<file path="config.mk">
export PLATFORM = sky130hd
export DESIGN_NAME = esp_dma_read_engine_flat
export DESIGN_NICKNAME = d
export VERILOG_FILES = /design/src/rtl/esp_dma_read_engine_if.sv /design/src/rtl/esp_dma_read_engine.sv /design/src/flat_wrapper.sv
export SDC_FILE = /design/constraint.sdc
export NUM_CORES = 1
export LEC_CHECK = 0
export ABC_AREA = 1
export CAP_MARGIN = 20
export CORE_MARGIN = 3
export CORE_UTILIZATION = 40
export CTS_CLUSTER_DIAMETER = 60
export CTS_CLUSTER_SIZE = 8
export DETAILED_ROUTE_END_ITERATION = 6
export SLEW_MARGIN = 20
export SYNTH_ARGS = -nofsm -noshare
export SYNTH_HDL_FRONTEND = slang
export SYNTH_SLANG_ARGS = --single-unit
</file>
<file path="constraint.sdc">
create_clock -name clk -period 9.1 [get_ports clk]
set_input_delay 1.82 -clock clk [delete_from_list [all_inputs] [get_ports clk]]
set_output_delay 1.82 -clock clk [all_outputs]
set_load 0.005 [all_outputs]
</file>
<file path="src/rtl/esp_dma_read_engine_if.sv">
// Bundle of the accelerator-side DMA read handshakes and the memory-side
// burst request / response handshakes. The engine uses the slave view, the
// accelerator/memory side (or a bench) uses the master view.
interface esp_dma_read_engine_if #(
  parameter int MAX_BURST = 16
);
  localparam int LW = $clog2(MAX_BURST) + 1;

  logic          dma_read_ctrl_valid;
  logic [31:0]   dma_read_ctrl_data_index;
  logic [31:0]   dma_read_ctrl_data_length;
  logic          dma_read_ctrl_ready;

  logic          dma_read_chnl_valid;
  logic [31:0]   dma_read_chnl_data;
  logic          dma_read_chnl_ready;

  logic          mem_req_valid;
  logic [31:0]   mem_req_index;
  logic [LW-1:0] mem_req_length;
  logic          mem_req_ready;

  logic          mem_rsp_valid;
  logic [31:0]   mem_rsp_data;
  logic          mem_rsp_ready;

  modport slave (
    input  dma_read_ctrl_valid, dma_read_ctrl_data_index, dma_read_ctrl_data_length,
    output dma_read_ctrl_ready,
    output dma_read_chnl_valid, dma_read_chnl_data,
    input  dma_read_chnl_ready,
    output mem_req_valid, mem_req_index, mem_req_length,
    input  mem_req_ready,
    input  mem_rsp_valid, mem_rsp_data,
    output mem_rsp_ready
  );

  modport master (
    output dma_read_ctrl_valid, dma_read_ctrl_data_index, dma_read_ctrl_data_length,
    input  dma_read_ctrl_ready,
    input  dma_read_chnl_valid, dma_read_chnl_data,
    output dma_read_chnl_ready,
    input  mem_req_valid, mem_req_index, mem_req_length,
    output mem_req_ready,
    output mem_rsp_valid, mem_rsp_data,
    input  mem_rsp_ready
  );
endinterface

</file>
<file path="src/rtl/esp_dma_read_engine.sv">
// DMA read engine: splits an accelerator read request into memory bursts
// bounded by MAX_BURST and page edges, buffers the returned words in a FIFO
// and streams them to the accelerator in order. One burst in flight at a time.
module esp_dma_read_engine #(
  parameter int MAX_BURST  = 16,
  parameter int PAGE_WORDS = 1024,
  parameter int FIFO_DEPTH = 8
) (
  input  logic                          clk,
  input  logic                          rst,
  esp_dma_read_engine_if.slave          bus,
  output logic                          busy
);
  localparam int LW = $clog2(MAX_BURST) + 1;
  localparam int AW = $clog2(FIFO_DEPTH);

  localparam logic [1:0] IDLE = 2'd0;
  localparam logic [1:0] REQ  = 2'd1;
  localparam logic [1:0] DATA = 2'd2;

  logic [1:0]    state;
  logic [31:0]   cur_idx;
  logic [31:0]   remain;
  logic [31:0]   blen_q;     // length of the burst currently returning data
  logic [LW-1:0] beat_cnt;

  logic [31:0]   page_left;
  logic [31:0]   blen;

  logic [31:0]   fifo_mem [FIFO_DEPTH];
  logic [AW:0]   wr_ptr;
  logic [AW:0]   rd_ptr;
  logic          empty;
  logic          full;
  logic          push;
  logic          pop;
  logic          rsp_ready;
  logic          last_beat;

  // Next burst length: the smallest of what is left, the burst cap and the
  // distance to the next page edge. Depends only on registered state, so it
  // stays stable for the whole REQ phase.
  always_comb begin
    page_left = 32'(PAGE_WORDS) - (cur_idx & 32'(PAGE_WORDS - 1));
    blen      = remain;
    if (blen > 32'(MAX_BURST)) blen = 32'(MAX_BURST);
    if (blen > page_left)      blen = page_left;
  end

  assign empty     = (wr_ptr == rd_ptr);
  assign full      = (wr_ptr[AW] != rd_ptr[AW]) && (wr_ptr[AW-1:0] == rd_ptr[AW-1:0]);
  assign rsp_ready = (state == DATA) && !full;
  assign push      = bus.mem_rsp_valid && rsp_ready;
  assign pop       = !empty && bus.dma_read_chnl_ready;
  assign last_beat = (32'(beat_cnt) + 32'd1 == blen_q);

  assign bus.dma_read_ctrl_ready = (state == IDLE);
  assign bus.mem_req_valid       = (state == REQ);
  assign bus.mem_req_index       = (state == REQ) ? cur_idx : 32'd0;
  assign bus.mem_req_length      = (state == REQ) ? blen[LW-1:0] : '0;
  assign bus.mem_rsp_ready       = rsp_ready;
  assign bus.dma_read_chnl_valid = !empty;
  assign bus.dma_read_chnl_data  = empty ? 32'd0 : fifo_mem[rd_ptr[AW-1:0]];
  assign busy                    = (state != IDLE);

  // Request sequencing: accept in IDLE, issue one burst, collect its beats.
  always_ff @(posedge clk) begin
    if (rst) begin
      state    <= IDLE;
      cur_idx  <= 32'd0;
      remain   <= 32'd0;
      blen_q   <= 32'd0;
      beat_cnt <= '0;
    end else begin
      case (state)
        IDLE: begin
          if (bus.dma_read_ctrl_valid) begin
            cur_idx <= bus.dma_read_ctrl_data_index;
            remain  <= bus.dma_read_ctrl_data_length;
            if (bus.dma_read_ctrl_data_length != 32'd0) state <= REQ;
          end
        end
        REQ: begin
          if (bus.mem_req_ready) begin
            blen_q   <= blen;
            beat_cnt <= '0;
            state    <= DATA;
          end
        end
        DATA: begin
          if (push) begin
            if (last_beat) begin
              cur_idx  <= cur_idx + blen_q;   // wraps modulo 2^32
              remain   <= remain - blen_q;
              beat_cnt <= '0;
              state    <= (remain == blen_q) ? IDLE : REQ;
            end else begin
              beat_cnt <= beat_cnt + LW'(1);
            end
          end
        end
        default: state <= IDLE;
      endcase
    end
  end

  // FIFO pointers; an extra wrap bit tells full from empty.
  always_ff @(posedge clk) begin
    if (rst) begin
      wr_ptr <= '0;
      rd_ptr <= '0;
    end else begin
      if (push) wr_ptr <= wr_ptr + (AW+1)'(1);
      if (pop)  rd_ptr <= rd_ptr + (AW+1)'(1);
    end
  end

  // FIFO storage; contents are meaningless once the pointers are reset.
  always_ff @(posedge clk) begin
    if (push) fifo_mem[wr_ptr[AW-1:0]] <= bus.mem_rsp_data;
  end
endmodule
</file>
<file path="src/flat_wrapper.sv">
// flat-port wrapper written by rule: the top's interface ports become plain ports
module esp_dma_read_engine_flat 
#(
  parameter int MAX_BURST  = 16,
  parameter int PAGE_WORDS = 1024,
  parameter int FIFO_DEPTH = 8
)
  (clk, rst, busy, bus_dma_read_ctrl_valid, bus_dma_read_ctrl_data_index, bus_dma_read_ctrl_data_length, bus_dma_read_ctrl_ready, bus_dma_read_chnl_valid, bus_dma_read_chnl_data, bus_dma_read_chnl_ready, bus_mem_req_valid, bus_mem_req_index, bus_mem_req_length, bus_mem_req_ready, bus_mem_rsp_valid, bus_mem_rsp_data, bus_mem_rsp_ready);
  esp_dma_read_engine_if #(.MAX_BURST(MAX_BURST)) bus_i ();
  input  logic clk;
  input  logic rst;
  output logic busy;
  input wire logic [$bits(bus_i.dma_read_ctrl_valid)-1:0] bus_dma_read_ctrl_valid;
  input wire logic [$bits(bus_i.dma_read_ctrl_data_index)-1:0] bus_dma_read_ctrl_data_index;
  input wire logic [$bits(bus_i.dma_read_ctrl_data_length)-1:0] bus_dma_read_ctrl_data_length;
  output wire logic [$bits(bus_i.dma_read_ctrl_ready)-1:0] bus_dma_read_ctrl_ready;
  output wire logic [$bits(bus_i.dma_read_chnl_valid)-1:0] bus_dma_read_chnl_valid;
  output wire logic [$bits(bus_i.dma_read_chnl_data)-1:0] bus_dma_read_chnl_data;
  input wire logic [$bits(bus_i.dma_read_chnl_ready)-1:0] bus_dma_read_chnl_ready;
  output wire logic [$bits(bus_i.mem_req_valid)-1:0] bus_mem_req_valid;
  output wire logic [$bits(bus_i.mem_req_index)-1:0] bus_mem_req_index;
  output wire logic [$bits(bus_i.mem_req_length)-1:0] bus_mem_req_length;
  input wire logic [$bits(bus_i.mem_req_ready)-1:0] bus_mem_req_ready;
  input wire logic [$bits(bus_i.mem_rsp_valid)-1:0] bus_mem_rsp_valid;
  input wire logic [$bits(bus_i.mem_rsp_data)-1:0] bus_mem_rsp_data;
  output wire logic [$bits(bus_i.mem_rsp_ready)-1:0] bus_mem_rsp_ready;
  assign bus_i.dma_read_ctrl_valid = bus_dma_read_ctrl_valid;
  assign bus_i.dma_read_ctrl_data_index = bus_dma_read_ctrl_data_index;
  assign bus_i.dma_read_ctrl_data_length = bus_dma_read_ctrl_data_length;
  assign bus_dma_read_ctrl_ready = bus_i.dma_read_ctrl_ready;
  assign bus_dma_read_chnl_valid = bus_i.dma_read_chnl_valid;
  assign bus_dma_read_chnl_data = bus_i.dma_read_chnl_data;
  assign bus_i.dma_read_chnl_ready = bus_dma_read_chnl_ready;
  assign bus_mem_req_valid = bus_i.mem_req_valid;
  assign bus_mem_req_index = bus_i.mem_req_index;
  assign bus_mem_req_length = bus_i.mem_req_length;
  assign bus_i.mem_req_ready = bus_mem_req_ready;
  assign bus_i.mem_rsp_valid = bus_mem_rsp_valid;
  assign bus_i.mem_rsp_data = bus_mem_rsp_data;
  assign bus_mem_rsp_ready = bus_i.mem_rsp_ready;
  esp_dma_read_engine #(.MAX_BURST(MAX_BURST), .PAGE_WORDS(PAGE_WORDS), .FIFO_DEPTH(FIFO_DEPTH)) u_core (.clk(clk), .rst(rst), .bus(bus_i), .busy(busy));
endmodule
</file>
==> flow_summary_export.csv <==
group,metric,value,unit
synthesis,yosysWarnings,0,
grt,grt.met1_usage,33.6,%
critical_path,critical_path_class,"register to primary output",
die,core_area,50500,sq um
clock_tree,clk_latency,0.61,ns
detailed_routing,vias,18100,
cells_and_area,nNetsFinal,3016,
detailed_routing,drtPass1Iterations,7,
sta,timing.final.ws_setup,2.74,ns
cells_and_area,n_fill_cell,5009,
synthesis,async_flop_share,0,%
power,ir_drop,0.000114,V
sta,fin_skew,0.0396,ns
synthesis,synth_cells,2673,
placed_design,place_ws,3.03,ns
clock_tree,ctsHoldBuffers,0,
synthesis,synth.distinct_cells,40,
detailed_routing,drt_iter0_markers,1415,
clock_tree,cts.sinks,370,
critical_path,worstPathMaxFanout,9,
cells_and_area,drive_above_1_share,4.62,%
grt,grtUsageMet2,36.1,%
sta,setup_viol,0,
cells_and_area,areaGrowthSynthToFinish,19.8,%
die,boundaryPins,176,
sta,fin_crit_sh,69.9,%
synthesis,synth_edf_count,256,
sta,hold_viol_final,0,
sta,slew_headroom,33.1,%
power,powerDensity,227,nW/um^2
detailed_routing,wl,64100,um
grt,grt_pass1_wl,98400,um
grt,grt_use_total,23.3,%
grt,grt_pass1_vias,17200,
synthesis,synth_area_per_cell,7.71,sq um
grt,busiest_layer,"met2",
die,die_area,54200,sq um
clock_tree,cts_buffers,54,
critical_path,cp-start-kind,"register",
detailed_routing,via_per_inst,5.09,
synthesis,ys_seq_elements,370,
placed_design,globalplace.congestion,0.928,
grt,grt_max_degree,71,
clock_tree,root_buffer,"clkbuf_16",
grt,antenna_found_initial,1,
clock_tree,clk_path_buf_depth,3,
clock_tree,cts_setup_buffers,0,
sta,fmax,157,MHz
grt,use_met3,3.23,%
power,leakage,0.0104,uW
sta,worst_pin_slew,1.00,ns
die,fp.dieH,233,um
critical_path,cp.arrival,4.54,ns
cells_and_area,layoutNonFillerInstCount,3548,
flow_run,cap_violations,0,
placed_design,place_area,23000,sq um
cells_and_area,fin_area,24700,sq um
sta,period_minus_slack,6.36,ns
die,fp.dieW,233,um
synthesis,synth_seq_area_share,48.4,%
power,p_total,5610,uW
cells_and_area,final_cell_mix,"nand2_1, nor2_1, inv_1",
placed_design,dp_cells,3451,
placed_design,hpwl,44800,um
detailed_routing,wl_per_cell,18.1,um
critical_path,required,7.28,ns
cells_and_area,layout_commonest_cell,"nand2_1",
die,fp-row-count,82,
clock_tree,ctsResizeCount,0,
detailed_routing,ant_nets,0,
clock_tree,clkTransAtPathRegs,0.05,ns
die,start_util,40.8,%
run_status,outcome,"completed",
grt,grt_overflow,0,
synthesis,synth_ff_type,"edfxtp_1",
sta,drv_slew,0,
clock_tree,tritoncts,"built",
sta,rsz0062_at_grt,"false",
cells_and_area,diodes,0,
clock_tree,cts-htree-levels,2,
hold_path,worstHoldPathType,"register to register",
critical_path,endpoint_kind,"primary output",
synthesis,syn-cell-area,20600,sq um
sta,tns,0,ns
placed_design,port-buffer-count,175,
detailed_routing,drcViolationCount,0,
==> registers in the layout (all words and copies together), names as in the netlist, named ones only <==
register and cells:
u_core.beat_cnt 5, u_core.blen_q 32, u_core.cur_idx 32, u_core.fifo_mem 256, u_core.rd_ptr 4, u_core.remain 32
u_core.state 2, u_core.wr_ptr 4
==> critical path, cell delays in order (launching register included) <==
cell,delay [ns]
dfxtp_1,0.32
or2_2,0.31
nor4_2,0.67
nand3_1,0.29
nor3_1,0.29
ha_1,0.30
a21oi_1,0.14
o21ai_0,0.10
nand2_1,0.07
nand3_1,0.06
nand2_1,0.06
nand2_1,0.04
nand2_1,0.22
clkinv_1,0.33
nand2_1,0.17
a21oi_1,0.10
clkdlybuf4s50_1,0.49
==> Yosys cell counts, types with 8 or more instances <==
master    number  area (sq um)
nand2_1      656          2460
nand3_1      124           621
clkbuf_1      69           259
dfxtp_1      114          2280
inv_1        345          1290
nor2_1       432          1620
xor2_1        15           131
buf_6          9           101
o21ai_0      205          1030
edfxtp_1     256          7690
o22ai_1       33           206
a31oi_1       34           213
nand4_1       14          87.6
or2_2         15          93.8
a21oi_1      127           636
nor4_1         8          50.1
nor3_1        43           215
buf_2         10          50.1
xnor2_1       14           123
and2_1         8          50.1
ha_1          77           963
o21ai_1       28           140
==> cell families (layout without fill, tap and decap cells) <==
group | after synthesis | after routing | synth area share [%]
compound gates | 438 | 438 | 11.3
other cells | 1 | 6 | 0.0182
simple gates | 1309 | 1309 | 25.6
xor+xnor | 29 | 29 | 1.23
fa+ha+maj | 79 | 79 | 4.87
buf+inv | 447 | 645 | 8.57
flops | 370 | 370 | 48.4
==> cell type report <==
class / count / area (sq um) / area share (%)
Multi-Input combinational cell: 1861 / 8950 / 36.3
Timing Repair Buffer: 197 / 1910 / 7.75
Tap cell: 672 / 841 / 3.41
Clock buffer: 91 / 1540 / 6.25
Sequential cell: 370 / 9970 / 40.4
Inverter: 351 / 1320 / 5.34
Clock inverter: 6 / 130 / 0.527
==> final timing paths <==
check,startpoint,slack [ns],endpoint,cells after the start
worst max-delay path,u_core.remain[20]$_SDFFE_PP0P_,2.74,bus_mem_req_length[1],16
worst min-delay path,u_core.wr_ptr[3]$_SDFFE_PP0P_,0.48,u_core.wr_ptr[3]$_SDFFE_PP0P_,1
worst max register to register,u_core.state[1]$_SDFFE_PP0P_,5.04,u_core.remain[25]$_SDFFE_PP0P_,11
worst min register to register,u_core.wr_ptr[3]$_SDFFE_PP0P_,0.48,u_core.wr_ptr[3]$_SDFFE_PP0P_,1
==> routing by layer <==
metal  vias to the layer above  wire, um
met1                      8390     30000
met2                       540     28400
met5                         -        13
li1                       9037         -
met4                         2      1900
met3                        99      3850
==> per-stage QoR <==
stage	util (%)	hold slack (ns)
after floorplan	-	0.443
after global placement	45.5	0.455
after detailed placement	45.5	0.468
after CTS	48.9	0.484
after global routing	48.9	0.515
final	48.9	0.478
==> power by group <==
group	switching [uW]	total, uW	internal [uW]
sequential	92.5	1960	1870
clock	741	1920	1180
combinational	1120	1730	612
No activity file was read; power rests on OpenSTA's default activity.
